File: src/rtl/frame_101_pkg.sv
// +----------------------------------------------------------------------------+
// | Module      : frame_101_pkg                                                |
// | Description : Shared states, sync marker and helpers for frame_101_tx.     |
// | Revision    : 1.0 - initial release                                        |
// +----------------------------------------------------------------------------+
`default_nettype none

package frame_101_pkg;

   typedef enum logic [2:0] {
      IDLE   = 3'd0,
      SYNC   = 3'd1,
      DATA   = 3'd2,
      PARITY = 3'd3,
      GAP    = 3'd4
   } state_e;

   localparam logic [2:0] SYNC_PATTERN = 3'b101;
   localparam int         SYNC_LEN     = 3;
   // Two zeros are the least that return a 101 detector to idle.
   localparam int         GAP_LEN_MIN  = 2;

   function automatic int max3(input int a, input int b, input int c);
      int m;
      m = (a > b) ? a : b;
      return (m > c) ? m : c;
   endfunction

   // Marker bit for a given position, first-sent bit first.
   function automatic logic sync_bit(input logic [1:0] idx);
      logic [1:0] pos;
      pos = 2'(SYNC_LEN - 1) - idx;
      return SYNC_PATTERN[pos];
   endfunction

endpackage

`default_nettype wire

File: src/rtl/frame_101_shifter.sv
// +----------------------------------------------------------------------------+
// | Module      : frame_101_shifter                                            |
// | Description : Load/shift-left payload register with MSB taps and, when     |
// |               FRAME_101_TX_PARITY_EN is defined, a captured even parity.   |
// | Revision    : 1.0 - initial release                                        |
// +----------------------------------------------------------------------------+
`default_nettype none

module frame_101_shifter #(
   parameter int DATA_W = 8
) (
   input  logic              clk,
   input  logic              reset,
   input  logic              load_i,
   input  logic              shift_i,
   input  logic [DATA_W-1:0] data_i,
   output logic              msb_o,
`ifdef FRAME_101_TX_PARITY_EN
   output logic              parity_o,
`endif
   output logic              next_msb_o
);

   logic [DATA_W-1:0] shreg_q;
   logic [DATA_W-1:0] w_shl;

   always_ff @(posedge clk) begin
      if (reset) begin
         shreg_q <= '0;
      end else if (load_i) begin
         shreg_q <= data_i;
      end else if (shift_i) begin
         shreg_q <= w_shl;
      end
   end

   assign msb_o = shreg_q[DATA_W-1];

   // next_msb_o is the bit that becomes the MSB after the pending shift.
   generate
      if (DATA_W > 1) begin : g_wide
         assign w_shl      = {shreg_q[DATA_W-2:0], 1'b0};
         assign next_msb_o = shreg_q[DATA_W-2];
      end else begin : g_narrow
         assign w_shl      = '0;
         assign next_msb_o = 1'b0;
      end
   endgenerate

`ifdef FRAME_101_TX_PARITY_EN
   logic parity_q;

   always_ff @(posedge clk) begin
      if (reset) begin
         parity_q <= 1'b0;
      end else if (load_i) begin
         parity_q <= ^data_i;
      end
   end

   assign parity_o = parity_q;
`endif

endmodule

`default_nettype wire

File: src/rtl/frame_101_tx.sv
// +----------------------------------------------------------------------------+
// | Module      : frame_101_tx                                                 |
// | Description : Framed serial transmitter (101 marker, payload MSB first,    |
// |               optional even parity via FRAME_101_TX_PARITY_EN, zero gap).  |
// | Revision    : 1.0 - initial release                                        |
// +----------------------------------------------------------------------------+
`default_nettype none

module frame_101_tx
   import frame_101_pkg::*;
#(
   parameter int DATA_W  = 8,
   parameter int GAP_LEN = 2
) (
   input  logic              clk,
   input  logic              reset,
   input  logic [DATA_W-1:0] tx_data,
   input  logic              tx_valid,
   output logic              tx_ready,
   output logic              out_bit,
   output logic              out_valid,
   output logic              busy,
   output logic              frame_done
);

   localparam int                 C_CNT_W     = $clog2(max3(DATA_W, GAP_LEN, SYNC_LEN) + 1);
   localparam logic [C_CNT_W-1:0] C_ONE       = C_CNT_W'(1);
   localparam logic [C_CNT_W-1:0] C_SYNC_LAST = C_CNT_W'(SYNC_LEN - 1);
   localparam logic [C_CNT_W-1:0] C_DATA_LAST = C_CNT_W'(DATA_W - 1);
   localparam logic [C_CNT_W-1:0] C_GAP_LAST  = C_CNT_W'(GAP_LEN - 1);

   state_e             state_q, state_d;
   logic [C_CNT_W-1:0] cnt_q, cnt_d;
   logic               tx_ready_q, tx_ready_d;
   logic               out_bit_q, out_bit_d;
   logic               out_valid_q, out_valid_d;
   logic               busy_q, busy_d;
   logic               frame_done_q, frame_done_d;

   logic               w_accept;
   logic               w_msb;
   logic               w_next_msb;
`ifdef FRAME_101_TX_PARITY_EN
   logic               w_parity;
`endif

   assign w_accept = tx_valid && tx_ready_q;

   frame_101_shifter #(
      .DATA_W (DATA_W)
   ) u_shifter (
      .clk        (clk),
      .reset      (reset),
      .load_i     (w_accept),
      .shift_i    (state_q == DATA),
      .data_i     (tx_data),
      .msb_o      (w_msb),
`ifdef FRAME_101_TX_PARITY_EN
      .parity_o   (w_parity),
`endif
      .next_msb_o (w_next_msb)
   );

   always_ff @(posedge clk) begin
      if (reset) begin
         state_q      <= IDLE;
         cnt_q        <= '0;
         tx_ready_q   <= 1'b1;
         out_bit_q    <= 1'b0;
         out_valid_q  <= 1'b0;
         busy_q       <= 1'b0;
         frame_done_q <= 1'b0;
      end else begin
         state_q      <= state_d;
         cnt_q        <= cnt_d;
         tx_ready_q   <= tx_ready_d;
         out_bit_q    <= out_bit_d;
         out_valid_q  <= out_valid_d;
         busy_q       <= busy_d;
         frame_done_q <= frame_done_d;
      end
   end

   always_comb begin
      state_d = state_q;
      cnt_d   = cnt_q + C_ONE;
      unique case (state_q)
         IDLE: begin
            cnt_d = '0;
            if (w_accept) state_d = SYNC;
         end
         SYNC: begin
            if (cnt_q == C_SYNC_LAST) begin
               state_d = DATA;
               cnt_d   = '0;
            end
         end
         DATA: begin
            if (cnt_q == C_DATA_LAST) begin
`ifdef FRAME_101_TX_PARITY_EN
               state_d = PARITY;
`else
               state_d = GAP;
`endif
               cnt_d   = '0;
            end
         end
`ifdef FRAME_101_TX_PARITY_EN
         PARITY: begin
            state_d = GAP;
            cnt_d   = '0;
         end
`endif
         GAP: begin
            if (cnt_q == C_GAP_LAST) begin
               state_d = IDLE;
               cnt_d   = '0;
            end
         end
         default: begin
            state_d = IDLE;
            cnt_d   = '0;
         end
      endcase
   end

   // Outputs are registered from the next state, so they line up with it.
   always_comb begin
      out_bit_d = 1'b0;
      unique case (state_d)
         SYNC:    out_bit_d = sync_bit(2'(cnt_d));
         DATA:    out_bit_d = (state_q == DATA) ? w_next_msb : w_msb;
`ifdef FRAME_101_TX_PARITY_EN
         PARITY:  out_bit_d = w_parity;
`endif
         default: out_bit_d = 1'b0;
      endcase
      out_valid_d  = (state_d == SYNC) || (state_d == DATA) || (state_d == PARITY);
      busy_d       = (state_d != IDLE);
      tx_ready_d   = (state_d == IDLE);
      frame_done_d = (state_d == GAP) && (cnt_d == C_GAP_LAST);
   end

   assign tx_ready   = tx_ready_q;
   assign out_bit    = out_bit_q;
   assign out_valid  = out_valid_q;
   assign busy       = busy_q;
   assign frame_done = frame_done_q;

endmodule

`default_nettype wire

File: config.mk
export PLATFORM = sky130hd
export DESIGN_NAME = frame_101_tx
export DESIGN_NICKNAME = d
export VERILOG_FILES = /design/src/rtl/frame_101_pkg.sv /design/src/rtl/frame_101_shifter.sv /design/src/rtl/frame_101_tx.sv
export SDC_FILE = /design/constraint.sdc
export NUM_CORES = 1
export LEC_CHECK = 0
export CORE_ASPECT_RATIO = 0.8
export CORE_UTILIZATION = 40
export CTS_BUF_LIST = sky130_fd_sc_hd__clkbuf_8
export CTS_CLUSTER_SIZE = 28
export DETAILED_ROUTE_END_ITERATION = 6
export GPL_TIMING_DRIVEN = 0
export PLACE_DENSITY = 0.66
export SYNTH_ARGS = -nofsm -noshare
export SYNTH_HDL_FRONTEND = slang
export SYNTH_SLANG_ARGS = --single-unit
File: constraint.sdc
create_clock -name clk -period 2.72 [get_ports clk]
set_input_delay 0.272 -clock clk [delete_from_list [all_inputs] [get_ports clk]]
set_output_delay 0.272 -clock clk [all_outputs]
set_load 0.03 [all_outputs]
# Word-level counts from Yosys, hierarchy flattened
# Index checks and enable logic that the tools add are counted.
[word_totals]
output_inout_bits = 5
elab_cells = 45
regBits = 20
[op_classes]
eq_ne = 11
order_cmp = 1
muxes = 15
n_reduce_logical = 8
n_addsub = 2
[ops]
columns = ["operator", "n"]
rows = [
  ["$mux W8", 2],
  ["$mux W3", 4],
  ["$mux W4", 3],
  ["$pmux W3 S4", 1],
  ["$pmux W4 S3", 1],
  ["$eq A3 B2 Y1 const B", 3],
  ["$eq A4 B1 Y1 const B", 2],
  ["$eq A3 B1 Y1 const B", 2],
  ["$eq A3 B3 Y1 const B", 2],
  ["$logic_not A3 Y1", 2],
  ["$add A4 B1 Y4 const B", 1],
  ["$eq A4 B2 Y1 const B", 1],
  ["$eq A4 B3 Y1 const B", 1],
  ["$lt A2 B3 Y1 const B", 1],
  ["$reduce_bool A3 Y1", 1],
  ["$bmux W1 S2", 1],
  ["$logic_and A1 B1 Y1", 2],
  ["$logic_or A1 B1 Y1", 2],
  ["$mux W1", 2],
  ["$pmux W1 S2", 1],
  ["$reduce_bool A2 Y1", 1],
  ["$sub A2 B2 Y2 const A", 1],
]

# Logic depth before layout (Yosys ltp)
[depth]
depth_word = 7
depth_mapped = 6
mapped_depth_nobuf = 6

# Modules after synthesis
# A second synthesis with hierarchy kept.
[unflattened]
cells_unflattened = 104
area_unflattened_um2 = 998.5
[by_module_without_submodules]
columns = ["mod", "cells_each", "n_inst", "seq_area_each_um2", "area_each_um2"]
rows = [
  ["frame_101_tx", 69, 1, 240.2, 629.4],
  ["frame_101_shifter", 35, 1, 160.2, 369.1],
]

# Worst setup path before layout
# No wires, ideal clock.
[synth_timing]
path_kind = "register -> register"
from = "register cnt_q[0]"
to = "register frame_done_q (netlist: frame_done)"
slack_ns = 1.202
arrival_time_ns = 1.430
synth_period_minus_slack_ns = 1.518
path_stages_with_launch = 7
path_buffers = 0
cell_sequence = "dfxtp_1 -> inv_1 -> ha_1 -> or3b_1 -> a32oi_1 -> o22ai_1 -> nor4b_2"
[synth_via]
elab_chain_len = 5
word_cells_on_any_way = 15
[synth_rtl]
columns = ["item", "line_no", "text"]
rows = [
  ["start: declaration", "frame_101_tx.sv:33", "logic [C_CNT_W-1:0] cnt_q, cnt_d;"],
  ["start signal: assignment", "frame_101_tx.sv:75", "cnt_q <= cnt_d;"],
  ["$add A4 B1 Y4, or another cell as far along", "frame_101_tx.sv:86", "cnt_d = cnt_q + C_ONE;"],
  ["$mux W4, or another cell as far along", "frame_101_tx.sv:115", "if (cnt_q == C_GAP_LAST) begin"],
  ["$pmux W4 S3 or $pmux W3 S4 (tied branches)", "frame_101_tx.sv:87", "unique case (state_q)"],
  ["$eq A4 B1 Y1 or $eq A3 B3 Y1 (tied branches)", "frame_101_tx.sv:141", "frame_done_d = (state_d == GAP) && (cnt_d == C_GAP_LAST);"],
  ["$logic_and A1 B1 Y1 (*)", "frame_101_tx.sv:141", ""],
  ["end signal: assignment", "frame_101_tx.sv:80", "frame_done_q <= frame_done_d;"],
  ["end: declaration", "frame_101_tx.sv:38", "logic frame_done_q, frame_done_d;"],
]
# Mark *: on every way between the ends. The rest lies on a longest branch, timed or not.
# A chain may end at the register's enable or synchronous reset.

# Worst setup path in the final report
[layout_timing]
from = "register state_q[1]"
to = "register frame_done_q (netlist: frame_done)"
[layout_via]
elab_chain_len = 4
word_cells_on_any_way = 13
[layout_rtl]
columns = ["item", "line_no", "text"]
rows = [
  ["start: declaration", "frame_101_tx.sv:32", "state_e state_q, state_d;"],
  ["start signal: assignment", "frame_101_tx.sv:74", "state_q <= state_d;"],
  ["$eq A3 B3 Y1, or another cell as far along", "frame_101_tx.sv:87", ""],
  ["$pmux W4 S3 or $pmux W3 S4 (tied branches)", "frame_101_tx.sv:87", ""],
  ["$eq A4 B1 Y1 or $eq A3 B3 Y1 (tied branches)", "frame_101_tx.sv:141", ""],
  ["$logic_and A1 B1 Y1 (*)", "frame_101_tx.sv:141", ""],
]
# Marked as above.

==> results.yml <==
timing:
  max_freq_ghz: 0.566
  period_share: 0.650
  finalSetupViolCount: 0
  max_slew.worst_pin.slew_ns: 0.517
  slew_viol_final: 0
  skew_ns: 0.00129
  fin_crit_ns: 1.77
  rsz0062_at_grt: "no"
  finalHoldViolCount: 0
  slew_headroom: 0.655
  setup_tns_ns: 0
pwr:
  p_leak_nw: 0.423
  power_density_nw_per_um2: 547
  p_clk_frac: 0.354
  power_frac_seq: 0.501
  combPwrFrac: 0.145
  switching_share: 0.242
  peakVddDrop_mv: 0.397
  intPower_w: 0.000483
  switching_power_w: 0.000154
clock_network:
  cts_root_buf: "clkbuf_8"
  clock_latency_ns: 0.26
  cts.sinks: 20
  cts_buffer_depth: 2
  cts_buffers: 3
  cts.reportedPaths.clkPinSlew_ns: 0.07
  cts_max_level: 1
  post_cts_resized: 0
  cts_tree: "built"
  postCtsSetupBuffers: 0
  hold_buffers: 0
global_routing:
  grt_max_degree: 12
  grt-ovfl-total: 0
  grt_usage: 0.164
  grt_pass1_wl_um: 3200
  grt_pass1_vias: 751
  antenna_found_initial: 0
cells_and_area:
  finalNonFillerCells: 148
  synthToLayoutAreaGrowth_pct: 24.1
  fillerInstances: 207
  layout-drive-gt1-share: 0.0732
  multiInputGateArea_um2: 503
  n_antenna_cell: 0
  fin_nets: 138
  seq_area_um2: 400
synth:
  ys_types: 37
  syn_nets: 119
  synthTopCellsByArea: "dfxtp_1 (43%), nand2_1 (6.8%), a311oi_1 (6.5%)"
  synth_seq_cells: 20
  synth.most_common_cell: "dfxtp_1"
  yosysSeqAreaShare: 0.427
  synth_largest_area_cell: "dfxtp_1"
  avgSynthCellArea_um2: 8.94
  synthArstFlopShare: 0
  synthDominantCellAreaShare: 0.427
  synth_common_cells: "dfxtp_1 (20), nand2_1 (17), nor2_1 (12)"
  ys_warn_count: 0
  synth_area_um2: 938
  syn_inst: 105
  synth_edf_count: 0
  ys.flop_type: "dfxtp_1"
drt:
  drt_iter0_drc: 20
  post_drt_wl_per_cell_um: 13.1
  num_vias: 833
  drt_pass1_iterations: 4
  drcViolationCount: 0
  routed_via_density: 5.63
  ant_nets: 0
  drt_wl_total_um: 1940
setup_path:
  cp.arrival_ns: 1.94
  critical_path_class: "reg2reg"
  path_max_fanout: 10
  start_kind: "flip-flop"
  critPathRequiredTime_ns: 2.89
  endpoint_kind: "flip-flop"
job:
  maxCapViolCount: 0
placement:
  portBuffers: 14
  place_inst: 144
  dpl.hpwl_um: 1430
  gp_congestion: 0.787
floorplan:
  dieArea_um2: 2540
  core_area_um2: 2180
  die-height_um: 45.3
  io_pins: 16
  die_w_um: 56.2
  initial_core_util: 0.431
  std_cell_rows: 15
run_status:
  status: "complete, no violations"
worst_hold_path:
  min_path_type: "in2reg"
[logic make-up (layout without fill, tap and decap cells)]
group / count (synthesis) / in the layout / synth area share
DFF: 20 / 20 / 0.427
AOI/OAI and AO/OA: 21 / 21 / 0.171
xor gates and xnor gates: 3 / 3 / 0.0280
muxes: 2 / 2 / 0.0213
and+or+nand+nor: 49 / 49 / 0.276
adders and majority gates: 3 / 3 / 0.0400
buffers and inverters: 7 / 25 / 0.0373
[placed cells by master, fill, tap and decap left out, types with 2 or more instances in the layout]
cell / instances
a21oi_1: 3
a311oi_1: 7
clkbuf_8: 4
clkdlybuf4s50_1: 14
dfxtp_1: 20
ha_1: 3
inv_1: 3
mux2i_1: 2
nand2_1: 17
nand3_1: 5
nor2_1: 12
nor2b_1: 2
nor3b_1: 2
nor4_1: 2
or3b_1: 2
xor2_1: 2
[cell type report]
class	count	area share
Clock buffer	4	0.0473
Inverter	3	0.00967
Multi-Input combinational cell	78	0.432
Sequential cell	20	0.344
Timing Repair Buffer	14	0.120
Tap cell	25	0.0269
Buffer	4	0.0204
[routing by layer]
metal  part of all wire  routed length [um]  vias to the layer above  GRT usage
met4             0.0087                  17                        0     0.0488
met1               0.49                 950                      388      0.210
met2               0.43                 838                       27      0.267
met3              0.071                 138                        4     0.0544
met5                  0                   0                        -          0
li1                   -                   -                      414          -
[power groups by stage]
stage	clock [W]	sequential, W	combinational, W
2_1_floorplan	0	0.000335	0.0000469
3_3_place_gp	0	0.000325	0.0000906
3_5_place_dp	0	0.000326	0.0000918
4_1_cts	0.000231	0.000319	0.0000924
5_1_grt	0.000242	0.000321	0.000100
6_report	0.000225	0.000319	0.0000924
[stage by stage]
stage	total power, W	utilization	hold slack (ns)	cell area, um^2	setup slack, ns
floorplan	0.000382	-	0.435	938	1.20
global placement	0.000416	0.510	0.458	1110	0.962
detailed placement	0.000418	0.510	0.471	1110	0.980
CTS	0.000643	0.535	0.310	1160	0.956
global route	0.000663	0.535	0.321	1160	0.854
finish	0.000637	0.535	0.318	1160	0.953
[registers in the layout, summed over array words and instances (netlist names)]
| name | cells |
|---|---|
| u_shifter.shreg_q | 8 |
| cnt_q | 4 |
| state_q | 3 |
| busy | 1 |
| frame_done | 1 |
| out_bit | 1 |
| out_valid | 1 |
| tx_ready | 1 |
[worst max-delay path, stage by stage (launching register included)]
cell and delay [ns]:
dfxtp_1 0.41, nor3b_4 0.50, nand2_2 0.14, a311o_1 0.40
nor4b_2 0.23
[path summary, 6_finish.rpt]
| check | slack [ns] | to | depth (start not counted) | start |
|---|---|---|---|---|
| setup / recovery | 0.95 | frame_done$_SDFF_PP0_ | 4 | state_q[1]$_SDFF_PP0_ |
| hold / removal | 0.32 | cnt_q[1]$_SDFF_PP0_ | 2 | reset |
| setup reg to reg | 0.95 | frame_done$_SDFF_PP0_ | 4 | state_q[1]$_SDFF_PP0_ |
| hold reg to reg | 0.48 | u_shifter.shreg_q[5]$_SDFFE_PP0P_ | 2 | u_shifter.shreg_q[4]$_SDFFE_PP0P_ |
Power figures use the tool's default switching activity.
